### config.mk
export PLATFORM = sky130hd
export DESIGN_NAME = serial_subtractor
export DESIGN_NICKNAME = d
export VERILOG_FILES = /design/src/rtl/serial_subtractor_pkg.sv /design/src/rtl/full_subtractor_bit.sv /design/src/rtl/serial_subtractor.sv
export SDC_FILE = /design/constraint.sdc
export NUM_CORES = 1
export LEC_CHECK = 0
export ABC_AREA = 1
export CAP_MARGIN = 10
export CORE_MARGIN = 2
export CORE_UTILIZATION = 54
export DETAILED_ROUTE_END_ITERATION = 10
export GPL_TIMING_DRIVEN = 0
export PLACE_DENSITY = 0.85
export SLEW_MARGIN = 5
export SYNTH_ARGS = -nofsm -noshare
export SYNTH_HDL_FRONTEND = slang
export SYNTH_HIERARCHICAL = 1
export SYNTH_SLANG_ARGS = --single-unit
### constraint.sdc
create_clock -name clk -period 3.5 [get_ports clk]
set_input_delay 0.35 -clock clk [delete_from_list [all_inputs] [get_ports clk]]
set_output_delay 0.35 -clock clk [all_outputs]
set_load 0.005 [all_outputs]
### src/rtl/serial_subtractor_pkg.sv
// Shared definitions for the bit-serial subtractor: FSM encoding and default width.
package serial_subtractor_pkg;

    localparam int DEFAULT_WIDTH = 4;

    typedef enum logic [1:0] {
        IDLE = 2'd0,
        RUN  = 2'd1,
        DONE = 2'd2
    } state_t;

endpackage

### src/rtl/full_subtractor_bit.sv
// One-bit full subtractor cell (a - b - borrow_in), gate-level like the adder cells.
module full_subtractor_bit (
    input  logic a,
    input  logic b,
    input  logic borrow_in,
    output logic diff,
    output logic borrow_out
);

    wire a_n;
    wire t_ab;
    wire t_abor;
    wire t_bbor;

    not u_inv  (a_n, a);
    xor u_diff (diff, a, b, borrow_in);
    and u_and0 (t_ab, a_n, b);
    and u_and1 (t_abor, a_n, borrow_in);
    and u_and2 (t_bbor, b, borrow_in);
    or  u_bor  (borrow_out, t_ab, t_abor, t_bbor);

endmodule

### src/rtl/serial_subtractor.sv
// Bit-serial subtractor: one full-subtractor cell plus a borrow flop, LSB first,
// with a start/busy/done handshake. Vectors use [0:WIDTH-1] with index 0 = LSB.
module serial_subtractor
    import serial_subtractor_pkg::*;
#(
    parameter int WIDTH = DEFAULT_WIDTH,
    parameter int CNT_W = $clog2(WIDTH + 1)
) (
    input  logic             clk,
    input  logic             rst_n,
    input  logic             start,
    input  logic [0:WIDTH-1] a,
    input  logic [0:WIDTH-1] b,
    input  logic             borrow_in,
    output logic             busy,
    output logic             done,
    output logic [0:WIDTH-1] diff,
    output logic             borrow_out
);

    localparam logic [CNT_W-1:0] LAST_BIT = CNT_W'(WIDTH - 1);

    state_t           state;
    logic [0:WIDTH-1] a_sr;
    logic [0:WIDTH-1] b_sr;
    logic [0:WIDTH-1] res_sr;
    logic             bor;
    logic [CNT_W-1:0] cnt;
    logic             cell_d;
    logic             cell_bor;

    full_subtractor_bit u_cell (
        .a         (a_sr[0]),
        .b         (b_sr[0]),
        .borrow_in (bor),
        .diff      (cell_d),
        .borrow_out(cell_bor)
    );

    always_ff @(posedge clk) begin
        if (!rst_n) begin
            state      <= IDLE;
            busy       <= 1'b0;
            done       <= 1'b0;
            diff       <= '0;
            borrow_out <= 1'b0;
            a_sr       <= '0;
            b_sr       <= '0;
            res_sr     <= '0;
            bor        <= 1'b0;
            cnt        <= '0;
        end else begin
            done <= 1'b0;
            case (state)
                // DONE accepts a new start directly so back-to-back ops skip IDLE
                IDLE, DONE: begin
                    if (start) begin
                        a_sr  <= a;
                        b_sr  <= b;
                        bor   <= borrow_in;
                        cnt   <= '0;
                        state <= RUN;
                        busy  <= 1'b1;
                    end else begin
                        state <= IDLE;
                        busy  <= 1'b0;
                    end
                end
                RUN: begin
                    a_sr   <= {a_sr[1:WIDTH-1], 1'b0};
                    b_sr   <= {b_sr[1:WIDTH-1], 1'b0};
                    res_sr <= {res_sr[1:WIDTH-1], cell_d};
                    bor    <= cell_bor;
                    cnt    <= cnt + CNT_W'(1);
                    if (cnt == LAST_BIT) begin
                        state      <= DONE;
                        busy       <= 1'b0;
                        done       <= 1'b1;
                        diff       <= {res_sr[1:WIDTH-1], cell_d};
                        borrow_out <= cell_bor;
                    end
                end
                default: begin
                    state <= IDLE;
                    busy  <= 1'b0;
                end
            endcase
        end
    end

endmodule

==> PnR_summary.wiki <==
{| class="wikitable"
! Metric !! Value
|-
| Synth warn || 6
|-
| Critical path class || flop to output port
|-
| Initial core utilization || 0.5645
|-
| DIE WIDTH || 48.82 µm
|-
| Number of filler cells placed in the layout || 180
|-
| Number of cell rows || 16
|-
| Area grow syn2layout || 22.15%
|-
| Synthesized net count || 160
|-
| Initial antenna violation count || 0
|-
| Relative slew margins || 0.8613
|-
| Global route overflow || 0
|-
| Hold Crit Class || input pin to flop
|-
| Number of failing setup endpoints in the final timing report || 0
|-
| TritonCTS buffer count || 3
|-
| Library cell used as clock root buffer || clkbuf_4
|-
| Adder-Cell Fraction of Synth Area || 0.04152
|-
| Run status || finished, final reports clean
|-
| Placed wire-length estimate || 1.616 mm
|-
| Sum of buffers and inverters on the critical path || 1
|-
| Cell type contributing the most total cell area after synthesis || dfxtp_1
|-
| Placed Instances || 189
|-
| Endpoint kind of the worst setup timing path || output port
|-
| Wire length of the first global-routing pass || 3.698 mm
|-
| Number of hold-slack violations in the final timing report || 0
|-
| Maximum clock path buffer count || 2
|-
| Final net count || 182
|-
| Core Area || 1922 µm²
|-
| I/O Buffers || 17
|-
| Syn avg cell area || 7.481 µm²
|-
| Unrepaired setup endpoints after global routing || no
|-
| Routed WL || 2.107 mm
|-
| Leakage component of the power || 0.0006149 µW
|-
| Final design instance area without fill || 1325 µm²
|-
| Count of H-tree levels built during CTS || 1
|-
| Number of antenna repair diodes || 0
|-
| Routability congestion estimate || 0.8037
|-
| Number of gates resized after CTS || 0
|-
| Post-synth top area share || 0.4429
|-
| Top-level I/O count || 19
|-
| Crit path DAT || 1.19 ns
|-
| Via count of the first global-routing pass || 908
|-
| Final worst hold slack || 0.3871 ns
|-
| Critical Path, Cell by Cell || clkdlybuf4s50_1
|-
| Maximum number of pins on one net before global-route repair || 14
|-
| Largest driver fanout on the critical path || 2
|-
| Kind of start point of the critical path || flop
|-
| Area share of and/or/nand/nor cells after synthesis || 0.2814
|-
| Number of synthesized register bits || 24
|-
| Endpoint required time on the critical path || 3.15 ns
|-
| Total of hold buffers inserted after clock tree synthesis || 0
|-
| MaxCap Viol Count || 0
|-
| Main area contributors after synthesis || dfxtp_1 (44%), nand3_1 (10%), inv_1 (8.7%)
|-
| Routed vias/inst || 5.021
|-
| Multiplexer share of the synthesized area || 0
|-
| Count of vias placed by the detailed router || 969
|-
| Floorplan die area || 2383 µm²
|-
| Distinct cell type count of the synthesized netlist || 17
|-
| Clock transition at the registers of the reported paths || 0.13 ns
|-
| Die Span Y || 48.82 µm
|-
| Power Density || 410.6 nW/µm²
|-
| TritonRoute pass-1 iters || 4
|-
| Main combinational cell family by area after synthesis || simple AND/OR/NAND/NOR gates
|-
| XOR/XNOR Fraction of Synth Area || 0
|-
| Final routed DRC violation total || 0
|-
| Post-synthesis sequential area ratio || 0.4429
|-
| Synth Cell Area || 1085 µm²
|-
| Delay-heaviest family, CP || buffers and inverters
|-
| CP peak stage delay || 0.51 ns
|-
| Final standard cell count with taps included and fillers excluded || 193
|-
| Clock Latency Late Sink || 0.31 ns
|-
| Setup TNS after final layout || 0 ns
|-
| Number of pins with negative max-slew slack in the final report || 0
|-
| DR WL/cell || 10.92 µm
|-
| Share of the synthesized area in compound gates (AO/OA/AOI/OAI) || 0.08304
|-
| Post-place instance area || 1289 µm²
|-
| Fmax || 0.6501 GHz
|-
| Portion of the clock cycle consumed by the worst path in the final layout || 0.4395
|-
| Slowest stage cell, crit path || clkdlybuf4s50_1
|-
| CTS tree || built
|-
| Aggregate global-route resource usage || 0.2029
|-
| Max VDD drop || 312.3 µV
|-
| Initial detailed-routing violation count || 14
|-
| Share of final-layout standard cells stronger than drive strength 1 || 0.09036
|-
| CTS sink cnt || 24
|-
| Tightest Pin Transition || 0.2078 ns
|-
| Clock Skew || 0.001182 ns
|-
| Cell count after synthesis || 145
|-
| Number of buffers added for setup after CTS || 0
|-
| Post-route ant nets || 0
|-
| Tmin final || 1.538 ns
|}
## path summary, 6_finish.rpt
check                           startpoint  cells after the start   endpoint  slack, ns
worst max-delay path                  busy                      1       busy       1.96
worst min-delay path                 rst_n                      5        bor       0.39
worst max register to register     a_sr[0]                      5  res_sr[3]       2.21
worst min register to register      cnt[0]                      1     cnt[0]       0.47
## power breakdown
group	switching (µW)	leakage, µW	internal (µW)
combinational	53.6	0.000397	45.3
sequential	7.54	0.000197	290
clock	83.6	0.0000210	63.6
total	145	0.000615	399
## synthesized netlist by cell type (all sizes together)
cell,count
a21oi,11
ha,2
inv,27
nand3b,3
nor2,8
dfxtp,24
o21ai,7
fa,1
nand3,22
nor3,7
nand2,26
buf,7
## per-layer routing
layer / GRT usage / share of wire / vias to the layer above
li1: - / - / 501
met1: 0.2351 / 0.45 / 438
met2: 0.3653 / 0.49 / 26
met3: 0.03681 / 0.036 / 4
met4: 0.08571 / 0.019 / 0
met5: 0 / 0 / -
## metrics by stage
step	worst slack [ns]	power, µW	util
after floorplan	2.292	373.1	-
after global placement	2.005	400.1	0.6706
after detailed placement	1.989	403.2	0.6706
after CTS	1.944	550.6	0.6895
after global routing	1.910	573.3	0.6895
final	1.962	544.1	0.6895
## cells in the final DEF, fill, tap and decap left out, drive strengths merged
cell type	synthesis	routed
fa	1	1
buf	7	7
nor3	7	7
dfxtp	24	24
o21ai	7	7
nand2	26	26
nand3b	3	3
clkdlybuf4s50	0	17
clkbuf	0	4
nor2	8	8
a21oi	11	11
ha	2	2
inv	27	27
nand3	22	22
## cells by family after synthesis
| family | after synthesis |
|---|---|
| AND/OR/NAND/NOR | 66 |
| AO/OA/AOI/OAI | 18 |
| buffers and inverters | 34 |
| flip-flops | 24 |
| adder cells (fa/ha/maj) | 3 |
## state kept, by name (all words and copies together), names as in the netlist
| signal | cells |
|---|---|
| a_sr | 4 |
| b_sr | 4 |
| diff | 4 |
| cnt | 3 |
| res_sr | 3 |
| state | 2 |
| bor | 1 |
| borrow_out | 1 |
| busy | 1 |
| done | 1 |
## area by class of cell
cell class	instances	area, µm²	share of cell area
flip-flops and latches	24	480.5	0.3626
plain buffers	7	62.56	0.04721
inverters	27	101.3	0.07649
multi-input cells	87	440.4	0.3324
well taps	27	33.78	0.02550
repair buffers	17	170.2	0.1284
clock buffers	4	36.28	0.02738
Power figures use the tool's default switching activity.
